File: src/rtl/delayed_update_unit_if.sv
// Load-side handshake bundle for delayed_update_unit: a producer (master)
// presents a channel, value, delay and mode; the unit (slave) answers with
// a combinational ready.
interface delayed_update_unit_if #(
  parameter int WIDTH    = 4,
  parameter int CHANNELS = 2,
  parameter int DELAY_W  = 4,
  parameter int CH_W     = (CHANNELS > 1) ? $clog2(CHANNELS) : 1
);
  logic               load_valid;
  logic               load_ready;
  logic [CH_W-1:0]    load_chan;
  logic [WIDTH-1:0]   load_data;
  logic [DELAY_W-1:0] load_delay;
  logic               load_periodic;

  modport master (
    output load_valid,
    output load_chan,
    output load_data,
    output load_delay,
    output load_periodic,
    input  load_ready
  );

  modport slave (
    input  load_valid,
    input  load_chan,
    input  load_data,
    input  load_delay,
    input  load_periodic,
    output load_ready
  );
endinterface

File: src/rtl/delayed_update_unit.sv
// Multi-channel delayed register updater. Each channel stages a value,
// counts a programmable delay down and then commits the value to its output
// slice with a one-cycle strobe; periodic channels re-commit every delay+1
// cycles until stopped. A stop always wins over a commit in the same cycle.
module delayed_update_unit #(
  parameter int WIDTH    = 4,
  parameter int CHANNELS = 2,
  parameter int DELAY_W  = 4,
  localparam int CH_W    = (CHANNELS > 1) ? $clog2(CHANNELS) : 1
) (
  input  logic                        clk,
  input  logic                        rst_n,
  delayed_update_unit_if.slave        load_bus,
  input  logic [CHANNELS-1:0]         stop,
  output logic [CHANNELS*WIDTH-1:0]   out_data,
  output logic [CHANNELS-1:0]         out_update,
  output logic [CHANNELS-1:0]         busy
);

  typedef enum logic {
    ST_IDLE = 1'b0,
    ST_WAIT = 1'b1
  } state_t;

  logic ready_s;

  // Ready for the addressed channel only; an out-of-range channel matches no
  // index and therefore stays not-ready.
  always_comb begin
    ready_s = 1'b0;
    for (int k = 0; k < CHANNELS; k++) begin
      if (load_bus.load_chan == CH_W'(k)) begin
        ready_s = !busy[k] && !stop[k];
      end else begin
        ready_s = ready_s;
      end
    end
  end

  assign load_bus.load_ready = ready_s;

  for (genvar k = 0; k < CHANNELS; k++) begin : g_ch
    state_t             state_r;
    state_t             state_nxt_s;
    logic [WIDTH-1:0]   stage_r;
    logic [WIDTH-1:0]   out_r;
    logic [DELAY_W-1:0] reload_r;
    logic [DELAY_W-1:0] cnt_r;
    logic               periodic_r;
    logic               upd_r;
    logic               accept_s;
    logic               busy_s;
    logic               commit_s;

    assign accept_s = load_bus.load_valid && ready_s &&
                      (load_bus.load_chan == CH_W'(k));

    // Channel state register.
    always_ff @(posedge clk or negedge rst_n) begin
      if (!rst_n) begin
        state_r <= ST_IDLE;
      end else begin
        state_r <= state_nxt_s;
      end
    end

    // Next state: an accepted load arms the channel; stop or a one-shot
    // commit disarms it.
    always_comb begin
      state_nxt_s = state_r;
      case (state_r)
        ST_IDLE: begin
          if (accept_s) begin
            state_nxt_s = ST_WAIT;
          end else begin
            state_nxt_s = ST_IDLE;
          end
        end
        ST_WAIT: begin
          if (stop[k]) begin
            state_nxt_s = ST_IDLE;
          end else if (commit_s && !periodic_r) begin
            state_nxt_s = ST_IDLE;
          end else begin
            state_nxt_s = ST_WAIT;
          end
        end
        default: state_nxt_s = ST_IDLE;
      endcase
    end

    // State decode: busy while waiting; commit when the count is exhausted
    // and no stop is pending.
    always_comb begin
      busy_s   = 1'b0;
      commit_s = 1'b0;
      case (state_r)
        ST_WAIT: begin
          busy_s   = 1'b1;
          commit_s = !stop[k] && (cnt_r == '0);
        end
        ST_IDLE: begin
          busy_s   = 1'b0;
          commit_s = 1'b0;
        end
        default: begin
          busy_s   = 1'b0;
          commit_s = 1'b0;
        end
      endcase
    end

    // Datapath: latch a load, count down, commit and optionally reload.
    always_ff @(posedge clk or negedge rst_n) begin
      if (!rst_n) begin
        stage_r    <= '0;
        reload_r   <= '0;
        cnt_r      <= '0;
        periodic_r <= 1'b0;
        out_r      <= '0;
        upd_r      <= 1'b0;
      end else begin
        upd_r <= commit_s;
        if (accept_s) begin
          stage_r    <= load_bus.load_data;
          reload_r   <= load_bus.load_delay;
          cnt_r      <= load_bus.load_delay;
          periodic_r <= load_bus.load_periodic;
        end else if (busy_s && !stop[k]) begin
          if (cnt_r != '0) begin
            cnt_r <= cnt_r - DELAY_W'(1);
          end else if (periodic_r) begin
            cnt_r <= reload_r;
          end
        end
        if (commit_s) begin
          out_r <= stage_r;
        end
      end
    end

    assign out_data[k*WIDTH +: WIDTH] = out_r;
    assign out_update[k]              = upd_r;
    assign busy[k]                    = busy_s;
  end

endmodule

File: src/flat_wrapper.sv
// flat-port wrapper written by rule: the top's interface ports become plain ports
module delayed_update_unit_flat 
#(
  parameter int WIDTH    = 4,
  parameter int CHANNELS = 2,
  parameter int DELAY_W  = 4,
  localparam int CH_W    = (CHANNELS > 1) ? $clog2(CHANNELS) : 1
)
  (clk, rst_n, stop, out_data, out_update, busy, load_bus_load_valid, load_bus_load_chan, load_bus_load_data, load_bus_load_delay, load_bus_load_periodic, load_bus_load_ready);
  delayed_update_unit_if #(.WIDTH(WIDTH), .CHANNELS(CHANNELS), .DELAY_W(DELAY_W)) load_bus_i ();
  input  logic clk;
  input  logic rst_n;
  input  logic [CHANNELS-1:0] stop;
  output logic [CHANNELS*WIDTH-1:0] out_data;
  output logic [CHANNELS-1:0] out_update;
  output logic [CHANNELS-1:0] busy;
  input wire logic [$bits(load_bus_i.load_valid)-1:0] load_bus_load_valid;
  input wire logic [$bits(load_bus_i.load_chan)-1:0] load_bus_load_chan;
  input wire logic [$bits(load_bus_i.load_data)-1:0] load_bus_load_data;
  input wire logic [$bits(load_bus_i.load_delay)-1:0] load_bus_load_delay;
  input wire logic [$bits(load_bus_i.load_periodic)-1:0] load_bus_load_periodic;
  output wire logic [$bits(load_bus_i.load_ready)-1:0] load_bus_load_ready;
  assign load_bus_i.load_valid = load_bus_load_valid;
  assign load_bus_i.load_chan = load_bus_load_chan;
  assign load_bus_i.load_data = load_bus_load_data;
  assign load_bus_i.load_delay = load_bus_load_delay;
  assign load_bus_i.load_periodic = load_bus_load_periodic;
  assign load_bus_load_ready = load_bus_i.load_ready;
  delayed_update_unit #(.WIDTH(WIDTH), .CHANNELS(CHANNELS), .DELAY_W(DELAY_W)) u_core (.clk(clk), .rst_n(rst_n), .load_bus(load_bus_i), .stop(stop), .out_data(out_data), .out_update(out_update), .busy(busy));
endmodule
File: config.mk
export PLATFORM = sky130hd
export DESIGN_NAME = delayed_update_unit_flat
export DESIGN_NICKNAME = d
export VERILOG_FILES = /design/src/rtl/delayed_update_unit_if.sv /design/src/rtl/delayed_update_unit.sv /design/src/flat_wrapper.sv
export SDC_FILE = /design/constraint.sdc
export NUM_CORES = 1
export LEC_CHECK = 0
export BUFFER_PORTS_ARGS = -buffer_cell sky130_fd_sc_hd__buf_2
export CAP_MARGIN = 20
export CORE_UTILIZATION = 40
export CTS_BUF_LIST = sky130_fd_sc_hd__clkbuf_16
export DETAILED_ROUTE_END_ITERATION = 8
export SETUP_SLACK_MARGIN = 0.15
export SYNTH_ARGS = -nofsm -noshare
export SYNTH_HDL_FRONTEND = slang
export SYNTH_SLANG_ARGS = --single-unit
File: constraint.sdc
create_clock -name clk -period 2 [get_ports clk]
set_input_delay 0.4 -clock clk [delete_from_list [all_inputs] [get_ports clk]]
set_output_delay 0.4 -clock clk [all_outputs]
set_load 0.005 [all_outputs]
==> results of run 1 <==
==> cells in the final DEF (no fill, tap or decap), drive strengths merged <==
| cell | count |
|---|---|
| nand2 | 58 |
| dfrtp | 38 |
| buf | 31 |
| inv | 10 |
| mux2 | 8 |
| o211ai | 8 |
| a21oi | 6 |
| clkbuf | 5 |
| nor4b | 5 |
| nand2b | 4 |
| mux2i | 4 |
| nor2 | 3 |
| nor3b | 2 |
| nand3b | 2 |
| or3 | 2 |
| nor4 | 2 |
| a311oi | 2 |
| nand3 | 2 |
| ha | 2 |
| o311ai | 2 |
| clkinv | 2 |
| o31ai | 1 |
| nor2b | 1 |
| nand4bb | 1 |
| or4b | 1 |
| or2 | 1 |
| nor4bb | 1 |
| clkinvlp | 1 |
==> stage by stage <==
stage	total power [mW]	std cells	utilization, %	setup slack [ns]
after floorplan	1.59	174	-	0.506
after global placement	1.76	247	46.8	0.284
after detailed placement	1.80	247	46.8	0.257
after CTS	2.55	255	50.3	0.300
after global routing	2.72	255	50.4	0.198
final	2.54	255	50.4	0.305
==> path summary, 6_finish.rpt <==
check | startpoint | endpoint | slack, ns | depth (start not counted)
hold / removal | rst_n | u_core.g_ch[1].reload_r[2] | 0.16 | 2
setup / recovery | u_core.g_ch[1].cnt_r[0] | u_core.g_ch[1].out_r[2] | 0.30 | 5
min in group clk | load_bus_load_data[1] | u_core.g_ch[0].stage_r[1] | 0.33 | 3
max in group asynchronous | rst_n | u_core.g_ch[0].reload_r[2] | 1.51 | 2
hold reg to reg | u_core.g_ch[0].reload_r[3] | u_core.g_ch[0].reload_r[3] | 0.48 | 2
setup reg to reg | u_core.g_ch[1].cnt_r[0] | u_core.g_ch[1].out_r[2] | 0.30 | 5
==> registers in the layout (all words and copies together), names as in the netlist <==
register / cells
u_core.g_ch.periodic_r: 2
u_core.g_ch.state_r: 2
u_core.g_ch.out_r: 8
u_core.g_ch.stage_r: 8
u_core.g_ch.reload_r: 8
u_core.g_ch.cnt_r: 8
u_core.g_ch.upd_r: 2
==> critical path, cell delays in order, from the launching register on <==
cell     delay [ns]
dfrtp_1        0.41
inv_1          0.09
ha_1           0.23
nor3b_2        0.32
nand2_1        0.22
mux2_2         0.32
==> layout make-up <==
cell class,count,share of cell area [%]
Multi-Input combinational cell,118,34.6
Clock inverter,3,0.784
Tap cell,50,3.02
Inverter,10,1.81
Sequential cell,38,45.8
Clock buffer,5,6.03
Timing Repair Buffer,31,7.96
==> timing repair <==
item                                    CTS  global route
gates resized for setup                   0             1
endpoints found under the hold margin     0             0
endpoints found under the setup margin    0             1
==> power groups by stage <==
| stage | Sequential, mW | Combinational, mW | Clock, mW |
|---|---|---|---|
| after global routing | 1.19 | 0.718 | 0.805 |
| after CTS | 1.16 | 0.629 | 0.766 |
| final | 1.17 | 0.626 | 0.745 |
| after global placement | 1.16 | 0.603 | 0 |
| after detailed placement | 1.17 | 0.629 | 0 |
| after floorplan | 1.13 | 0.454 | 0 |
==> routing by layer <==
metal,up-vias,part of all wire [%],track usage (%)
li1,646,-,-
met1,620,47,20.4
met2,28,48,26.8
met3,4,4.1,5.50
met4,0,1.1,7.81
met5,-,0,0
==> cells by family (layout without fill, tap and decap cells) <==
kind of cell / after synthesis / after routing / share of synthesized area [%]
mux: 12 / 12 / 7.42
flops: 38 / 38 / 54.2
simple gates: 85 / 85 / 24.1
buf+inv: 18 / 49 / 5.28
fa+ha+maj: 2 / 2 / 1.43
compound gates: 19 / 19 / 7.56
==> results.md, run 1 <==
* Status: completed
* Count of flip-flops with a built-in enable after synthesis at 0
* Buffer depth of the longest clock path at 2
* Final instance area at 2070 um2
* Final weighted congestion in routability-driven placement at 0.725
* Max VDD drop at 0.000494 V
* Post-layout net count at 221
* Most frequent cells after synthesis: 58 x nand2_1, 38 x dfrtp_1, 10 x inv_1, 8 x mux2_2, 8 x o211ai_1
* Post-CTS Setup Repair Bufs at 0
* Req. time, crit path at 2.16 ns
* Routed WL per cell at 13.6 um
* Net count of the mapped netlist at between 150 and 200
* Fraction of power consumed by the clock network at 29.4%
* Areal power density over the cells at 1220 nW/um2
* CTS H-tree depth at 2
* Final Hold Vio Count at 0
* P_leak at about 1.1 nW
* Storage cell area at between 900 and 1000 um2
* Cells after synthesis at 174
* Final ANT Viol Nets at 0
* Relative slew slack at 66.0%
* Largest area contributor in the netlist: dfrtp_1
* Post-CTS Hold Fix Bufs at 0
* Minimum clock period at ~1.7 ns
* Combined area of all synthesized cells at 1750 um2
* Post-CTS clock slew at the launch and capture registers of the worst setup and hold paths at 0.05 ns
* Fmax at 0.590 GHz
* Count of cell types in the netlist at 30
* Die outline area at 4650 um2
* Area Growth Syn to Fin at 18.3%
* Number of rows created at floorplan at 23
* Critical path capture point type: flop
* Synth Register Bits at 38
* Portion of the post-synthesis area used by sequential elements at between 50 and 60%
* Overall die width at just under 70 um
* Count leader, synth: nand2_1
* Multi-input logic area at 717 um2
* Internal Power at approximately 1.8 mW
* Insertion delay of the later-clocked pin in the worst-skew pair at 0.28 ns
* Setup violations, final at 0
* CTS tree: yes
* Maximum net fanout on the critical path at 5
* Num CTS Buffers at 5
* Starting DRC count in detailed routing at 67
* Starting density of the core at a little over two fifths
* Post-synth ARST share at 100%
* Ys Warns at 0
* Average via count per standard cell at between 5 and 6
* Final HPWL DP at about 2.5 mm
* Net switching component of the power at a little under 0.8 mW
* Overall via count from detail_route at 1298
* Worst hold slack across all endpoints at 0.161 ns
* Setup crit start kind: flop
* Port Buf Inserts at 27
* Combinational share of power at 24.7%
* Avg Inst Size Synth at ~10 um2
* Placeable core region at 4120 um2
* RSZ-0062 raised after global routing: false
* Switching power share of the total at 30.7%
* Sinks on the clock net at 38
* Post-detailed-route DRC marker count at 0
* GRT Residual Overflow at 0
* Cell at the root of the clock tree: clkbuf_16
* Detailed-router iteration count before antenna repair at 4
* Ratio of cells with drive above 1 in the final layout at 24.9%
* GRT Util Overall at 16.8%
* CP Data Arrival Time at 1.86 ns
* Final-layout fill cell count at 366
* Placed Area at 1930 um2
* Vias in the first global route at 1238
* Final setup skew at 0.00280 ns
* Flop pwr share at 46.0%
* Number of antenna diodes at 0
* Count of maximum capacitance violations at 0
* Yosys top cell area share at 54.2%
* Crit Path Class: reg2reg
* Initial antenna violation count at 0
* First-pass GRT wire length at between 5 and 6 mm
* Type of the worst min-delay path: in2async
* Actual slew at the worst max-slew pin at 0.503 ns
* Die height at 68.2 um
* Dominant register cell in the synthesized netlist: dfrtp_1
* Post-route fraction of the period consumed by the critical path at 84.8%
* Final-layout setup total negative slack at 0 ns
* Top post-synthesis cells by area: dfrtp_1 54%, nand2_1 12%, mux2_2 5.1%
* WL final at ~3.5 mm
* Num ports at 28
* Max-slew violations at 0
* Pin count of the biggest net entering global routing at 39
Note: power is estimated with default switching activity, not from simulation.
==> run 2, diff against run 1 <==
--- a/config.mk
+++ b/config.mk
@@ -5,6 +5,7 @@
 export SDC_FILE = /design/constraint.sdc
 export NUM_CORES = 1
 export LEC_CHECK = 0
+export ABC_AREA = 1
 export BUFFER_PORTS_ARGS = -buffer_cell sky130_fd_sc_hd__buf_2
 export CAP_MARGIN = 20
 export CORE_UTILIZATION = 40
==> constraint.sdc (replaced) <==
create_clock -name clk -period 1.65 [get_ports clk]
set_input_delay 0.33 -clock clk [delete_from_list [all_inputs] [get_ports clk]]
set_output_delay 0.33 -clock clk [all_outputs]
set_load 0.005 [all_outputs]
==> run 2 against run 1 <==
Compared with the run above:
- global-route usage hardly changed
- synthesized cell count increased by 25%
- area after synthesis increased by 7.0%
- utilization fell by 0.24 points
- power grew 40%
- clock skew is 0.0018 ns higher
- first-iteration DRC count increased by 75%
- register-to-register slack hardly changed
- non-clock buffer count is 1 lower
- cell area increased by 7.5%
- the flow now finishes with violations (design-rule violations)
- highest routed layer unchanged
- largest cell class unchanged
- combinational power is 74% higher
==> results.md, run 2 <==
* Max VDD drop at around 0.0008 V
* Overall die width at between 70 and 80 um
* Initial antenna violation count at 0
* Synth Register Bits at 38
* P_leak at 1.25 nW
* Post-CTS Hold Fix Bufs at 0
* Final setup skew at 0.00459 ns
* Areal power density over the cells at around 1600 nW/um2
* Max-slew violations at 0
* Fmax at 0.699 GHz
* Vias in the first global route at 1446
* WL final at 3.55 mm
* Worst Reg-to-Reg Cells at 7
* Top post-synthesis cells by area: dfrtp_1 51%, nand2_1 15%, nand3_1 7.2%
* Insertion delay of the later-clocked pin in the worst-skew pair at roughly 0.28 ns
* Critical Path Start: u_core.g_ch[1].state_r
* Crit Path Class: reg2out
* Maximum net fanout on the critical path at 3
* Req. time, crit path at 1.32 ns
* Status: finished with violations
* Count of flip-flops with a built-in enable after synthesis at 0
* Dominant register cell in the synthesized netlist: dfrtp_1
* Number of antenna diodes at 0
* Worst setup path end: load_bus_load_ready
* Critical path capture point type: output port
* Die outline area at 4970 um2
* Buffer depth of the longest clock path at 2
* Pin count of the biggest net entering global routing at 39
* Setup violations, final at 0
* Number of rows created at floorplan at 24
* First-pass GRT wire length at 6.39 mm
* Num ports at 28
* Cells after synthesis at 217
* Top library cells by usage in the layout, fill and taps aside: 76 x nand2_1, 38 x dfrtp_1, 27 x nand3_1, 27 x buf_2, 22 x inv_1
* Final-layout setup total negative slack at 0 ns
* Relative slew slack at between 80% and 90%
* Post-detailed-route DRC marker count at 10
* Ys Warns at 0
* Avg Inst Size Synth at 8.65 um2
* Cell at the root of the clock tree: clkbuf_16
* Violated checks: design-rule violations
* Starting DRC count in detailed routing at 117
* Port Buf Inserts at 27
* Combined area of all synthesized cells at 1880 um2
* CP Data Arrival Time at 1.10 ns
* Final-layout fill cell count at roughly 440
* Largest area contributor in the netlist: dfrtp_1
* Post-CTS clock slew at the launch and capture registers of the worst setup and hold paths at 0.06 ns
* Portion of the post-synthesis area used by sequential elements at around half
* Most frequent cells after synthesis: 76 x nand2_1, 38 x dfrtp_1, 27 x nand3_1, 22 x inv_1, 10 x o21ai_2
* Routed WL per cell at around 12 um
* Final HPWL DP at 2.53 mm
* Post-synth ARST share at 100%
* Area Growth Syn to Fin at 18.8%
* CTS H-tree depth at 2
* Placed Area at around 2000 um2
* Post-route fraction of the period consumed by the critical path at 86.7%
* Final weighted congestion in routability-driven placement at ~0.8
* Most common library cell in the layout ignoring fill and taps: nand2_1
* Starting density of the core at 42.2%
* Actual slew at the worst max-slew pin at 0.268 ns
* Die height at roughly 71 um
* Count of cell types in the netlist at 21
* Average via count per standard cell at 4.86
* Multi-input logic area at roughly 760 um2
* Net count of the mapped netlist at 234
* Setup crit start kind: flop
* Detailed-router iteration count before antenna repair at 6
* Count leader, synth: nand2_1
* Minimum clock period at 1.43 ns
* Post-layout net count at approximately 260
* Sinks on the clock net at 38
* Final ANT Viol Nets at 0
* RSZ-0062 raised after global routing: false
* CTS tree: yes
* Placeable core region at 4440 um2
* GRT Residual Overflow at 0
* Num CTS Buffers at 5
* Ratio of cells with drive above 1 in the final layout at 29.4%
* Type of the worst min-delay path: in2async
* Final instance area at 2230 um2
* Count of maximum capacitance violations at 0
* R2R Path End: u_core.g_ch[1].cnt_r[2]
* RR Startpoint: u_core.g_ch[1].cnt_r[0]
* Yosys top cell area share at 50.7%
* Final Hold Vio Count at 0
* FF-to-FF setup slack at 0.31 ns
* Storage cell area at 951 um2
* Overall via count from detail_route at 1459
* GRT Util Overall at 16.8%
## run 2: changes by cell type in the layout (fill, tap and decap cells not counted), moves of 4 or more
cell	before	now
o21ai_2	0	10
inv_2	0	5
mux2_2	8	0
nor2_4	0	5
nand2_2	0	4
nand3_1	2	27
mux2i_1	4	0
o211ai_1	8	0
a21oi_1	6	0
inv_1	10	22
nand2b_1	4	0
nand2_1	58	76
## run 2: how the worst min path moves through the flow
stage	to	cells past startpoint	startpoint
final	u_core.g_ch[1].out_r[1]	2	rst_n
after global routing	u_core.g_ch[1].out_r[3]	2	rst_n
after CTS	u_core.g_ch[1].out_r[3]	2	rst_n
after detailed placement	u_core.g_ch[1].out_r[3]	2	rst_n
after global placement	u_core.g_ch[1].out_r[3]	2	rst_n
after floorplan	u_core.g_ch[0].cnt_r[0]	0	rst_n
## run 2: final cells by class
cell class | count | area share (%)
sequential | 38 | 42.6
timing repair buffer | 30 | 7.63
inverter | 29 | 5.33
clock inverter | 3 | 1.80
clock buffer | 5 | 5.61
tap | 52 | 2.92
multi-input combinational | 143 | 34.1
## run 2: power by group
group,internal (mW),switching (mW)
sequential,1.20,0.199
combinational,0.454,0.631
clock,0.706,0.363
## run 2: kinds of logic after synthesis
| logic type | synth area share [%] |
|---|---|
| buffers and inverters | 9.53 |
| DFF | 50.7 |
| and+or+nand+nor | 32.5 |
| AOI/OAI and AO/OA | 5.93 |
| adders and majority gates | 1.33 |
## run 2: worst max-delay path, cell delays in order, from the launching register on
cell and delay [ns]:
dfrtp_1 0.41, nor2_4 0.17, a22o_1 0.14, buf_2 0.10
## run 2: metrics by stage
stage | instances | total power, mW | hold slack, ns | utilization [%] | worst slack [ns]
detailed placement | 292 | 2.48 | 0.312 | 46.2 | 0.239
global route | 300 | 3.83 | 0.0349 | 50.2 | 0.163
finish | 300 | 3.55 | 0.00244 | 50.2 | 0.219
CTS | 300 | 3.56 | 0.0135 | 49.9 | 0.213
global placement | 292 | 2.46 | 0.315 | 46.2 | 0.264
floorplan | 217 | 2.20 | 0.0344 | - | 0.427
## run 2: what timing repair did
item / 4_1_cts / 5_1_grt
buffers inserted: 0 / 0
resized for setup: 0 / 3
setup endpoints to repair: 0 / 6
## run 2: metal layers
metal | vias up | share of wire [%] | GRT usage [%]
met3 | 8 | 5.7 | 5.05
li1 | 738 | - | -
met5 | - | 0 | 0
met2 | 38 | 45 | 27.1
met1 | 675 | 47 | 21.1
met4 | 0 | 1.8 | 6.80
